$ cat config.mk
export PLATFORM = sky130hd
export DESIGN_NAME = uart_tx_arbiter
export DESIGN_NICKNAME = d
export VERILOG_FILES = /design/src/rtl/uart_tx_arb_pkg.sv /design/src/rtl/uart_tx_arb_slot.sv /design/src/rtl/uart_tx_arbiter.sv
export SDC_FILE = /design/constraint.sdc
export NUM_CORES = 1
export LEC_CHECK = 0
export BUFFER_PORTS_ARGS = -buffer_cell sky130_fd_sc_hd__buf_4
export CORE_MARGIN = 2
export CORE_UTILIZATION = 25
export DETAILED_ROUTE_END_ITERATION = 8
export PLACE_DENSITY = 0.51
export SKIP_LAST_GASP = 1
export SLEW_MARGIN = 20
export SYNTH_ARGS = -nofsm -noshare
export SYNTH_HDL_FRONTEND = slang
export SYNTH_SLANG_ARGS = --single-unit
$ cat constraint.sdc
create_clock -name CLK -period 4 [get_ports CLK]
set_input_delay 0.2 -clock CLK [delete_from_list [all_inputs] [get_ports CLK]]
set_output_delay 0.2 -clock CLK [all_outputs]
set_load 0.02 [all_outputs]
$ cat src/rtl/uart_tx_arb_pkg.sv
// Shared types and message-length constants for the UART TX arbiter.
// UART_TX_ARB_CHECKSUM_EN adds one trailing XOR checksum byte to every message.
package uart_tx_arb_pkg;

  typedef enum logic [1:0] {
    ST_IDLE  = 2'd0,
    ST_REQ   = 2'd1,
    ST_DRAIN = 2'd2
  } arb_state_t;

  localparam logic SRC_RF  = 1'b0;
  localparam logic SRC_ALU = 1'b1;

`ifdef UART_TX_ARB_CHECKSUM_EN
  localparam int RF_LEN  = 2;
  localparam int ALU_LEN = 3;
`else
  localparam int RF_LEN  = 1;
  localparam int ALU_LEN = 2;
`endif

  // Width of the "bytes still to send" counter; covers ALU_LEN-1.
  localparam int LEFT_W = 2;

endpackage

$ cat src/rtl/uart_tx_arb_slot.sv
// One-deep holding register for a single message source, with overflow detect.
// A pulse is accepted when the slot is empty or is being granted in the same cycle.
module uart_tx_arb_slot
  import uart_tx_arb_pkg::*;
#(
  parameter int W = 8
) (
  input  logic         clk,
  input  logic         rst_n,
  input  logic         load_vld,
  input  logic [W-1:0] load_data,
  input  logic         grant,
  output logic         full,
  output logic         full_nxt,
  output logic [W-1:0] data,
  output logic         ovf_evt
);

  logic accept;

  always_comb begin
    accept   = load_vld && (!full || grant);
    full_nxt = accept || (full && !grant);
    ovf_evt  = load_vld && !accept;
  end

  always_ff @(posedge clk or negedge rst_n) begin
    if (!rst_n) full <= 1'b0;
    else        full <= full_nxt;
  end

  always_ff @(posedge clk) begin
    if (accept) data <= load_data;
  end

endmodule

$ cat src/rtl/uart_tx_arbiter.sv
// Round-robin arbiter feeding RF bytes and split ALU results to the UART TX level handshake.
// Optional UART_TX_ARB_CHECKSUM_EN appends an XOR checksum byte to each message.
module uart_tx_arbiter
  import uart_tx_arb_pkg::*;
#(
  parameter int DATA_WIDTH = 8,
  parameter int WAIT_MAX   = 255,
  parameter int CNT_W      = 8
) (
  input  logic                    CLK,
  input  logic                    RST,
  input  logic [DATA_WIDTH-1:0]   RF_RdData,
  input  logic                    RF_RdData_VLD,
  input  logic [2*DATA_WIDTH-1:0] ALU_OUT,
  input  logic                    ALU_OUT_VLD,
  input  logic                    UART_TX_Busy,
  input  logic                    ERR_CLR,
  output logic [DATA_WIDTH-1:0]   UART_TX_DATA,
  output logic                    UART_TX_VLD,
  output logic                    ARB_IDLE,
  output logic                    RF_OVF,
  output logic                    ALU_OVF,
  output logic                    TX_TIMEOUT
);

  logic                    rf_full, rf_full_nxt, rf_ovf_evt, rf_grant;
  logic                    alu_full, alu_full_nxt, alu_ovf_evt, alu_grant;
  logic [DATA_WIDTH-1:0]   rf_data;
  logic [2*DATA_WIDTH-1:0] alu_data;
  arb_state_t              state;
  logic                    last_grant;
  logic [CNT_W-1:0]        cnt;
  logic [LEFT_W-1:0]       bytes_left;
  logic                    go_idle, timeout_evt, advance;
  logic [DATA_WIDTH-1:0]   tx_sr [ALU_LEN-1];

  uart_tx_arb_slot #(.W(DATA_WIDTH)) u_rf_slot (
    .clk(CLK), .rst_n(RST), .load_vld(RF_RdData_VLD), .load_data(RF_RdData),
    .grant(rf_grant), .full(rf_full), .full_nxt(rf_full_nxt), .data(rf_data),
    .ovf_evt(rf_ovf_evt)
  );

  uart_tx_arb_slot #(.W(2*DATA_WIDTH)) u_alu_slot (
    .clk(CLK), .rst_n(RST), .load_vld(ALU_OUT_VLD), .load_data(ALU_OUT),
    .grant(alu_grant), .full(alu_full), .full_nxt(alu_full_nxt), .data(alu_data),
    .ovf_evt(alu_ovf_evt)
  );

  always_comb begin
    rf_grant  = 1'b0;
    alu_grant = 1'b0;
    if (state == ST_IDLE && !UART_TX_Busy) begin
      if (rf_full && alu_full) begin
        rf_grant  = (last_grant == SRC_ALU);
        alu_grant = (last_grant == SRC_RF);
      end else begin
        rf_grant  = rf_full;
        alu_grant = alu_full;
      end
    end
    advance     = (state == ST_DRAIN) && !UART_TX_Busy && (bytes_left != '0);
    go_idle     = (state == ST_IDLE && !rf_grant && !alu_grant) ||
                  (state == ST_DRAIN && !UART_TX_Busy && bytes_left == '0);
    timeout_evt = (state == ST_REQ) && !UART_TX_Busy && (cnt == CNT_W'(WAIT_MAX - 1));
  end

  // Remaining bytes of the granted message; head byte goes straight to UART_TX_DATA.
  always_ff @(posedge CLK) begin
    if (alu_grant) begin
      tx_sr[0] <= alu_data[2*DATA_WIDTH-1:DATA_WIDTH];
`ifdef UART_TX_ARB_CHECKSUM_EN
      tx_sr[1] <= alu_data[DATA_WIDTH-1:0] ^ alu_data[2*DATA_WIDTH-1:DATA_WIDTH];
`endif
    end
`ifdef UART_TX_ARB_CHECKSUM_EN
    else if (rf_grant) tx_sr[0] <= rf_data;
`endif
    else if (advance) begin
      for (int i = 0; i < ALU_LEN - 2; i++) tx_sr[i] <= tx_sr[i+1];
    end
  end

  always_ff @(posedge CLK or negedge RST) begin
    if (!RST) begin
      state        <= ST_IDLE;
      last_grant   <= SRC_ALU;
      cnt          <= '0;
      bytes_left   <= '0;
      UART_TX_VLD  <= 1'b0;
      UART_TX_DATA <= '0;
      ARB_IDLE     <= 1'b1;
      RF_OVF       <= 1'b0;
      ALU_OVF      <= 1'b0;
      TX_TIMEOUT   <= 1'b0;
    end else begin
      // Error events take priority over ERR_CLR in the same cycle.
      RF_OVF     <= rf_ovf_evt  || (RF_OVF     && !ERR_CLR);
      ALU_OVF    <= alu_ovf_evt || (ALU_OVF    && !ERR_CLR);
      TX_TIMEOUT <= timeout_evt || (TX_TIMEOUT && !ERR_CLR);
      ARB_IDLE   <= go_idle && !rf_full_nxt && !alu_full_nxt;
      case (state)
        ST_IDLE: begin
          if (rf_grant) begin
            state        <= ST_REQ;
            UART_TX_VLD  <= 1'b1;
            UART_TX_DATA <= rf_data;
            last_grant   <= SRC_RF;
            bytes_left   <= LEFT_W'(RF_LEN - 1);
            cnt          <= '0;
          end else if (alu_grant) begin
            state        <= ST_REQ;
            UART_TX_VLD  <= 1'b1;
            UART_TX_DATA <= alu_data[DATA_WIDTH-1:0];
            last_grant   <= SRC_ALU;
            bytes_left   <= LEFT_W'(ALU_LEN - 1);
            cnt          <= '0;
          end
        end
        ST_REQ: begin
          if (UART_TX_Busy) begin
            state       <= ST_DRAIN;
            UART_TX_VLD <= 1'b0;
            cnt         <= '0;
          end else if (cnt != CNT_W'(WAIT_MAX)) begin
            cnt <= cnt + CNT_W'(1);
          end
        end
        ST_DRAIN: begin
          if (advance) begin
            state        <= ST_REQ;
            UART_TX_VLD  <= 1'b1;
            UART_TX_DATA <= tx_sr[0];
            bytes_left   <= bytes_left - LEFT_W'(1);
          end else if (!UART_TX_Busy) begin
            state <= ST_IDLE;
          end
        end
        default: state <= ST_IDLE;
      endcase
    end
  end

endmodule

==> results of run 1 <==
[worst max-delay path by stage]
stage | startpoint | depth (start not counted) | end | slack, ns
after floorplan | state[1] | 4 | u_alu_slot.data[0] | 1.94
after global placement | state[1] | 3 | u_rf_slot.data[3] | 1.80
after detailed placement | state[1] | 3 | u_rf_slot.data[1] | 1.70
after CTS | state[1] | 3 | u_rf_slot.data[1] | 1.68
after global routing | state[1] | 3 | u_rf_slot.data[2] | 1.35
final | state[1] | 3 | u_rf_slot.data[6] | 1.71
[worst register-to-register path, delay by kind of cell, from the launching register on]
family / cells / cell delay (ns)
AND/OR/NAND/NOR: 2 / 0.72
AO/OA/AOI/OAI: 1 / 0.70
flip-flops: 1 / 0.50
[placed cells by master (no fill, tap or decap), types with 2 or more instances in the layout]
master,netlist,layout
buf_4,0,43
nand2b_1,3,3
a211o_1,2,2
clkbuf_8,0,9
a21o_1,3,3
o31ai_2,8,8
dfrtp_1,26,26
xnor2_1,2,2
a22o_1,2,2
edfxtp_1,32,32
nand3b_1,2,2
nor2b_1,2,2
nor3_1,4,4
inv_1,7,7
clkinv_4,0,2
ha_1,3,3
o21ai_1,4,4
nand3_1,5,5
o31ai_1,9,9
a21boi_1,3,3
and3_1,3,3
clkinv_2,0,2
dfstp_2,2,2
a21oi_1,12,12
nand2_1,24,24
a211oi_1,2,2
nor2_1,11,11
[registers in the layout, summed over array words and instances (netlist names)]
register,cells
TX_TIMEOUT,1
cnt,8
tx_sr,8
last_grant,1
u_alu_slot.data,16
ALU_OVF,1
u_rf_slot.data,8
UART_TX_DATA,8
UART_TX_VLD,1
state,2
u_rf_slot.full,1
RF_OVF,1
bytes_left,2
ARB_IDLE,1
u_alu_slot.full,1
[cell families after synthesis]
| family | after synthesis |
|---|---|
| adder cells (fa/ha/maj) | 3 |
| AO/OA/AOI/OAI | 54 |
| buffers and inverters | 19 |
| AND/OR/NAND/NOR | 62 |
| multiplexers | 1 |
| XOR/XNOR | 2 |
| flip-flops | 60 |
[metrics by stage]
step	area [um2]	std cells	power (W)	worst slack [ns]	hold slack, ns
after global routing	3180	382	0.00223	1.35	0.0178
final	3180	382	0.00209	1.71	0.0434
after global placement	2980	365	0.00157	1.80	0.152
after detailed placement	2980	365	0.00158	1.70	0.149
after floorplan	2560	201	0.00138	1.94	-0.0956
after CTS	3180	382	0.00212	1.68	0.0253
[metal layers]
metal / vias up / track usage (%) / part of all wire [%]
li1: 825 / - / -
met4: 0 / 4.86 / 1.4
met2: 38 / 14.1 / 46
met5: - / 0 / 0
met1: 794 / 13.6 / 49
met3: 6 / 2.06 / 4.0
[cell type report]
| cell class | count | area, um2 |
|---|---|---|
| sequential | 60 | 1660 |
| tap | 133 | 166 |
| clock buffer | 10 | 128 |
| timing repair buffer | 44 | 333 |
| clock inverter | 6 | 65.1 |
| fill | 997 | 6680 |
| inverter | 7 | 26.3 |
| multi-input combinational | 122 | 798 |
[power groups by stage]
stage / clock, W / sequential (W) / combinational [W]
after CTS: 0.000549 / 0.000933 / 0.000640
after floorplan: 0 / 0.000960 / 0.000416
after global routing: 0.000580 / 0.000954 / 0.000700
after detailed placement: 0 / 0.000945 / 0.000638
final: 0.000533 / 0.000930 / 0.000627
after global placement: 0 / 0.000942 / 0.000626
[timing repair]
| action | 4_1_cts | 5_1_grt |
|---|---|---|
| buffers inserted | 0 | 0 |
| hold buffers | 1 | 0 |
| hold endpoints to repair | 26 | 0 |
==> out/metrics.yaml, run 1 <==
utilization_pct: 32.2
grt_pass1_wl_um: 8200
reg2reg_slack_ns: 1.71
setup_viol: 0
gr-total-overflow: 0
cts_max_level: 3
tns_ns: 0
drive_above_1_share_pct: 28.9
holdCritPathClass: "input port to flop"
dr.pass1.iters: 4
synthMuxAreaShare_pct: 0.441
synth_top_area_cell: "edfxtp_1"
ys_ff_latch: 60
critPathMaxStageDelay_ns: 0.70
cap_violations: 0
viasPerCell: 4.35
drc: 0
place.gp.congestion: 0.746
critPathBufInv: 0
ir_worst_vdd_mv: 0.284
clock_path_buffers: 2
ys.flop_type: "edfxtp_1"
grt_setup_unrepaired: "false"
p_leak_nw: 1.30
p_seq_share_pct: 44.5
outcome: "finished clean"
relSlewSlack_pct: 48.1
vias: 1663
hold_depth: 1
clkPwrFrac_pct: 25.5
rows: 36
p_comb_share_pct: 30.0
synth_nets: 234
synthAdderAreaFrac_pct: 1.47
fin_crit_ns: 2.29
start_util_pct: 25.9
post-route-period-util_pct: 57.3
grt_antenna_before_repair: 0
endpoint_kind: "flop"
reg2reg_from: "state[1]"
cts_made_buffers: 9
synth-simple-area-share_pct: 12.0
slew_violations: 0
ys_warn_count: 0
synth_cell_types: 45
grt_pass1_vias: 1635
syn_avg_cell_area_um2: 12.7
switching_share_pct: 34.8
worst-setup-path-type: "flop to flop"
fmax_mhz: 436
synthTopCellsByArea: "edfxtp_1 (38%), dfrtp_1 (25%), o31ai_2 (3.9%), nand2_1 (3.5%), o31ai_1 (2.6%)"
crit_required_ns: 3.96
io_buffers: 42
intPower_w: 0.00136
drtIter0Drc: 82
area_growth_syn_to_layout_pct: 24.4
crit_chain: "nor3_1 -> nand3b_1 -> a21boi_1"
clockRootBuffer: "clkbuf_8"
synthCells: 201
layout.nets: 277
worstSetupStartpointType: "flop"
core_area_um2: 9860
slowest_stage: "a21boi_1"
powerDensity_nw_per_um2: 657
worst_pin_slew_ns: 0.778
drt_wl_total_um: 5080
clk_latency_ns: 0.33
grtUsageTotal_pct: 9.70
timing.rr.end: "u_rf_slot.data[6]"
hp-start: "ALU_OUT[11]"
syn_area_um2: 2560
wire_per_inst_um: 13.3
ys_seq_area_share_pct: 65.1
critPathArrivalTime_ns: 2.25
grt_max_degree: 29
cts_resized: 0
synth_compound_area_share_pct: 16.6
async_flop_share_pct: 46.7
clk_pin_slew_ns: 0.07
synth_top_family_by_area: "compound AO/OA/AOI/OAI gates"
p_sw_w: 0.000728
ios: 43
die_x_um: 105
cp_max_fo: 12
cts_tree: "done"
synth_xor_area_share_pct: 0.685
clock_sinks: 60
yosys.area.top_type_share_pct: 37.6
dpl.hpwl_um: 3510
finClkSkew_ns: 0.00948
die_h_um: 105
yosys.cell_count.top_type: "edfxtp_1"
reg2regPathDepth: 3
ant_nets: 0
holdPathEnd: "u_alu_slot.data[11]"
critPathTopFamily: "simple AND/OR/NAND/NOR gates"
synth_common_cells: "edfxtp_1 (32), dfrtp_1 (26), nand2_1 (24), a21oi_1 (12), nor2_1 (11)"
die_area_um2: 11000
synth_edf_count: 32
diodes: 0
hold_violations: 0
Power figures use the tool's default switching activity.
==> inputs of run 2 (changes only) <==
- ABC_AREA: unset -> 1
- clock period: 4 -> 2.4 ns (I/O delays scaled with it)
==> run 2 against run 1 <==
Register-to-register slack worse by 1.1 ns. Sequential cell count stayed put. Sequential power is 61% higher. Non-clock buffer count is 29 higher. Clock skew is 0.0012 ns lower. Critical path depth is 3 higher. Maximum frequency is 30% higher. Total power is 91% higher. Critical path type unchanged.
==> out/metrics.yaml, run 2 <==
gr-total-overflow: 0  # unchanged
final_cell_mix: "nand2_1 (87), buf_4 (45), inv_1 (39)"
finClkSkew_ns: 0.00827  # -0.00121 ns
fin_hold_ws_ns: 0.158  # +0.114 ns
ys_ff_latch: 60  # unchanged
relSlewSlack_pct: 75.4  # +27 points
drt_wl_total_um: 5810  # +14%
cts_hold_buf: 28  # +27
clk_latency_ns: 0.35  # +0.02 ns
hold_violations: 0  # unchanged
holdPathEnd: "cnt[6]"
drtIter0Drc: 82  # unchanged
cap_violations: 0  # unchanged
grt_setup_unrepaired: "false"
fmax_mhz: 566  # +30%
cts_setup_buffers: 0  # unchanged
area_growth_syn_to_layout_pct: 37.6
cts_resized: 0  # unchanged
synth_top_area_cell: "edfxtp_1"
core_area_um2: 10400  # +5.1%
worst_pin_slew_ns: 0.369  # -0.410 ns
outcome: "finished clean"
ys_seq_area_share_pct: 62.1  # -3.0 points
final_common_cell: "nand2_1"
clock_sinks: 60  # unchanged
viasPerCell: 4.08  # -6.2%
grt_max_degree: 29  # unchanged
clockRootBuffer: "clkbuf_8"
cts_tree: "done"
ys.flop_type: "edfxtp_1"
reg2reg_from: "state[1]"
die_area_um2: 11600  # +4.6%
diodes: 0  # unchanged
io_buffers: 42  # unchanged
worst-setup-path-type: "flop to flop"
endpoint_kind: "flop"
ys_warn_count: 0  # unchanged
critPathArrivalTime_ns: 1.82  # -0.43 ns
cts_made_buffers: 9  # unchanged
dr.pass1.iters: 4  # unchanged
post-route-period-util_pct: 73.6  # +16 points
grtUsageTotal_pct: 11.5  # +1.8 points
place.gp.congestion: 0.882  # +18%
reg2reg_slack_ns: 0.63  # -1.07 ns
die_x_um: 108  # +2.3%
timing.rr.end: "u_rf_slot.data[7]"
cp_max_fo: 12  # unchanged
synth_nets: 313  # +34%
synth_common_cells: "nand2_1 (87), inv_1 (39), edfxtp_1 (32), dfrtp_1 (26), nand3_1 (25)"
hold_depth: 4  # +3
synthTopCellsByArea: "edfxtp_1 (36%), dfrtp_1 (24%), nand2_1 (12%), inv_1 (5.5%), nand3_1 (4.7%)"
holdCritPathClass: "input port to flop"
synth_cell_types: 24  # -47%
slew_violations: 0  # unchanged
clock_path_buffers: 2  # unchanged
dpl.hpwl_um: 4090  # +17%
syn_area_um2: 2680  # +4.8%
hp-start: "UART_TX_Busy"
drc: 0  # unchanged
grt_pass1_wl_um: 9960  # +22%
p_leak_nw: 1.65  # +28%
drive_above_1_share_pct: 22.4  # -6.5 points
largest_reg_flops: 16  # unchanged
rows: 37  # +2.8%
total_power_w: 0.00398  # +91%
cts_max_level: 3  # unchanged
synthCells: 280  # +39%
start_util_pct: 25.8  # -0.081 points
grt_antenna_before_repair: 0  # unchanged
die_h_um: 108  # +2.3%
clk_pin_slew_ns: 0.08  # about the same
syn_avg_cell_area_um2: 9.57  # -25%
layout.nets: 394  # +42%
wire_per_inst_um: 11.6  # -13%
reg2regPathDepth: 6  # +3
ant_nets: 0  # unchanged
tns_ns: 0  # unchanged
setup_viol: 0  # unchanged
ios: 43  # unchanged
yosys.cell_count.top_type: "nand2_1"
regMostFlops: "u_alu_slot.data"
ir_worst_vdd_mv: 0.450  # +58%
async_flop_share_pct: 46.7  # unchanged
synth_edf_count: 32  # unchanged
crit_required_ns: 2.46  # -1.50 ns
worstSetupStartpointType: "flop"
vias: 2049  # +23%
powerDensity_nw_per_um2: 1080  # +64%
fin_crit_ns: 1.77  # -0.526 ns
yosys.area.top_type_share_pct: 35.9  # -1.7 points
grt_pass1_vias: 2122  # +30%
-- run 2: per-stage QoR --
step	instance area [um2]	util [%]	worst slack (ns)	cells
4_1_cts	3690	35.6	0.618	502
3_5_place_dp	3160	30.5	0.648	458
3_3_place_gp	3160	30.5	0.722	458
5_1_grt	3690	35.6	0.494	502
6_report	3690	35.6	0.635	502
2_1_floorplan	2680	-	0.0839	280
-- run 2: worst max-delay path by stage --
stage | cells after the start | end | start
2_1_floorplan | 5 | u_alu_slot.data[0] | state[0]
5_1_grt | 6 | u_rf_slot.data[5] | state[1]
6_report | 6 | u_rf_slot.data[7] | state[1]
3_3_place_gp | 7 | u_alu_slot.data[15] | state[0]
4_1_cts | 6 | u_rf_slot.data[0] | state[1]
3_5_place_dp | 6 | u_rf_slot.data[0] | state[1]
-- run 2: cell families (layout without fill, tap and decap cells) --
family / Yosys count / after routing / synth area share, %
AO/OA/AOI/OAI: 22 / 22 / 4.62
adder cells (fa/ha/maj): 3 / 3 / 1.40
buffers and inverters: 46 / 132 / 7.05
flip-flops: 60 / 60 / 62.1
AND/OR/NAND/NOR: 149 / 149 / 24.8
-- run 2: layer usage --
metal | global-route usage, % | vias to the layer above | wire, um
li1 | - | 1063 | -
met1 | 13.7 | 929 | 2650
met2 | 18.3 | 43 | 2800
met3 | 4.30 | 14 | 230
met4 | 5.40 | 0 | 141
met5 | 0 | - | 0
-- run 2: final cells by class --
cell class                 count  area, um2
clock inverter                 7        124
sequential                    60       1660
inverter                      43        161
fill                        1061       6680
timing repair buffer          73        618
clock buffer                   9        124
multi-input combinational    174        826
tap                          136        170
-- run 2: power by group --
| group | switching (W) | internal [W] | total, W |
|---|---|---|---|
| sequential | 0.000126 | 0.00137 | 0.00150 |
| combinational | 0.000889 | 0.000463 | 0.00135 |
| clock | 0.000439 | 0.000696 | 0.00114 |
-- run 2: critical path, stage by stage (launching register included) --
cell and delay, ns:
dfrtp_1 0.41, inv_2 0.10, nand2_1 0.12, nor2_4 0.20, nand2_2 0.20, a21boi_0 0.23, buf_4 0.21
==> inputs of run 3 (changes only) <==
- ABC_AREA: 1 -> 0
- PLACE_DENSITY: 0.51 -> 0.52
- clock period: 2.4 -> 1.5 ns (I/O delays scaled with it)
==> run 3 against run 2 <==
The flow now finishes with violations (setup timing). Via count decreased by 6.1%. Clock-buffer cell count unchanged. First-iteration DRC count increased by 18%. Largest cell class unchanged. Highest routed layer unchanged. Total power increased by 65%. Critical path depth decreased by 2. Wire length increased by 0.17%.
==> out/metrics.yaml, run 3 (same netlist as run 1, synthesis figures left out) <==
clk_latency_ns: 0.33  # -0.02 ns
cts_max_level: 3  # unchanged
fin_hold_ws_ns: 0.0268  # -0.131 ns
fmax_mhz: 641  # +13%
worst-setup-path-type: "flop to flop"
critPathMaxStageDelay_ns: 0.47  # +0.06 ns
holdCritPathClass: "input port to flop"
viasPerCell: 4.29  # +5.2%
worst_pin_slew_ns: 0.381  # +0.0124 ns
endpoint_kind: "flop"
cts_made_buffers: 9  # unchanged
drive_above_1_share_pct: 41.9  # +20 points
rows: 36  # -2.7%
start_util_pct: 25.9  # +0.081 points
ir_worst_vdd_mv: 0.847  # +88%
critPathArrivalTime_ns: 1.81  # about the same
violations: "setup timing"
ant_nets: 0  # unchanged
grt_pass1_vias: 2009  # -5.3%
critPathTopFamily: "compound AO/OA/AOI/OAI gates"
ios: 43  # unchanged
vias: 1924  # -6.1%
area_growth_syn_to_layout_pct: 53.9
crit_chain: "or3_4 -> o31ai_1 -> a21oi_2 -> o31ai_4"
regMostFlops: "u_alu_slot.data"
io_buffers: 42  # unchanged
clock_path_buffers: 2  # unchanged
die_x_um: 105  # -2.2%
wire_per_inst_um: 13.0  # +12%
dr.pass1.iters: 4  # unchanged
die_h_um: 105  # -2.2%
clk_pin_slew_ns: 0.07  # about the same
place.gp.congestion: 0.746  # -15%
final_cell_mix: "buf_4 (74), edfxtp_1 (32), dlygate4sd3_1 (28)"
dp.cells: 400  # -13%
outcome: "complete, but fails checks"
gr-total-overflow: 0  # unchanged
num-fill-cells: 912  # -14%
drc: 0  # unchanged
clock_sinks: 60  # unchanged
finClkSkew_ns: 0.00670  # -0.00157 ns
hold_violations: 0  # unchanged
grtUsageTotal_pct: 11.2  # -0.31 points
grt_antenna_before_repair: 0  # unchanged
relSlewSlack_pct: 74.6  # -0.82 points
post-route-period-util_pct: 104  # +30 points
drt_wl_total_um: 5820  # +0.17%
grt_max_degree: 29  # unchanged
layout_setup_ws_ns: -0.0598  # -0.694 ns
diodes: 0  # unchanged
slowest_stage: "or3_4"
layout.nets: 343  # -13%
crit_required_ns: 1.75  # -0.71 ns
dpl.hpwl_um: 3870  # -5.4%
cts_tree: "done"
setup_viol: 14  # +14
clockRootBuffer: "clkbuf_8"
grt_pass1_wl_um: 9560  # -4.1%
p_leak_nw: 1.64  # -0.55%
fin_crit_ns: 1.56  # -0.206 ns
powerDensity_nw_per_um2: 1670  # +55%
slew_violations: 0  # unchanged
cp_max_fo: 8  # -4
dp_worst_setup_slack_ns: -0.0766  # -0.724 ns
critPathBufInv: 0  # -2
largest_reg_flops: 16  # unchanged
tns_ns: -0.276  # -0.276 ns
die_area_um2: 11000  # -4.4%
final_cells: 448  # -11%
final_common_cell: "buf_4"
drtIter0Drc: 97  # +18%
grt_setup_unrepaired: "true"
cap_violations: 0  # unchanged
core_area_um2: 9860  # -4.9%
worstSetupStartpointType: "flop"
## run 3: changes by cell type in the layout (fill, tap and decap cells not counted), moves of 5 or more
cell,change
a21oi_1,+6
nor2_4,-5
inv_1,-32
buf_6,+5
o31ai_2,+11
o21ai_0,-10
nand2_1,-63
buf_4,+29
nand3_1,-20
nor2_1,-9
## run 3: cell type report
| class | instances | area, um2 | share of cell area, % |
|---|---|---|---|
| repair buffers | 110 | 937 | 23.8 |
| inverters | 7 | 26.3 | 0.668 |
| well taps | 133 | 166 | 4.23 |
| flip-flops and latches | 60 | 1670 | 42.4 |
| multi-input cells | 122 | 937 | 23.8 |
| clock inverters | 7 | 76.3 | 1.94 |
| clock buffers | 9 | 124 | 3.15 |
## run 3: repair_timing
action	CTS	global route
gates resized for setup	10	15
endpoints found under the hold margin	57	0
cloned	0	1
pin swaps	0	4
buffers inserted	1	2
hold buffers	28	0
endpoints found under the setup margin	21	39
## run 3: final timing paths
check                                         start              end  slack (ns)  cells past startpoint
worst max-delay path                       state[1]  UART_TX_DATA[3]       -0.06                      4
worst min-delay path                   UART_TX_Busy      UART_TX_VLD        0.03                      2
worst max register to register             state[1]  UART_TX_DATA[3]       -0.06                      4
worst min register to register  u_alu_slot.data[15]      tx_sr[0][7]        0.42                      0
max in group asynchronous                       RST         ARB_IDLE        0.98                      2
min in group asynchronous                       RST  UART_TX_DATA[4]        0.20                      2
## run 3: through the flow
step | util, % | power (W) | cell area (um2)
6_report | 39.9 | 0.00659 | 3930
4_1_cts | 38.8 | 0.00643 | 3830
3_5_place_dp | 33.5 | 0.00477 | 3300
3_3_place_gp | 33.5 | 0.00474 | 3300
2_1_floorplan | - | 0.00379 | 2620
5_1_grt | 39.9 | 0.00699 | 3930
## run 3: where the power goes
group	switching, W	internal [W]
registers	0.000227	0.00220
clock network	0.000702	0.000775
logic	0.00137	0.00131
total	0.00230	0.00428
## run 3: per-layer routing
layer,GRT usage (%),vias up,wire [um]
met5,0,-,0
met4,4.67,0,80
met3,2.81,7,177
met2,19.0,29,3000
met1,13.4,929,2570
li1,-,959,-
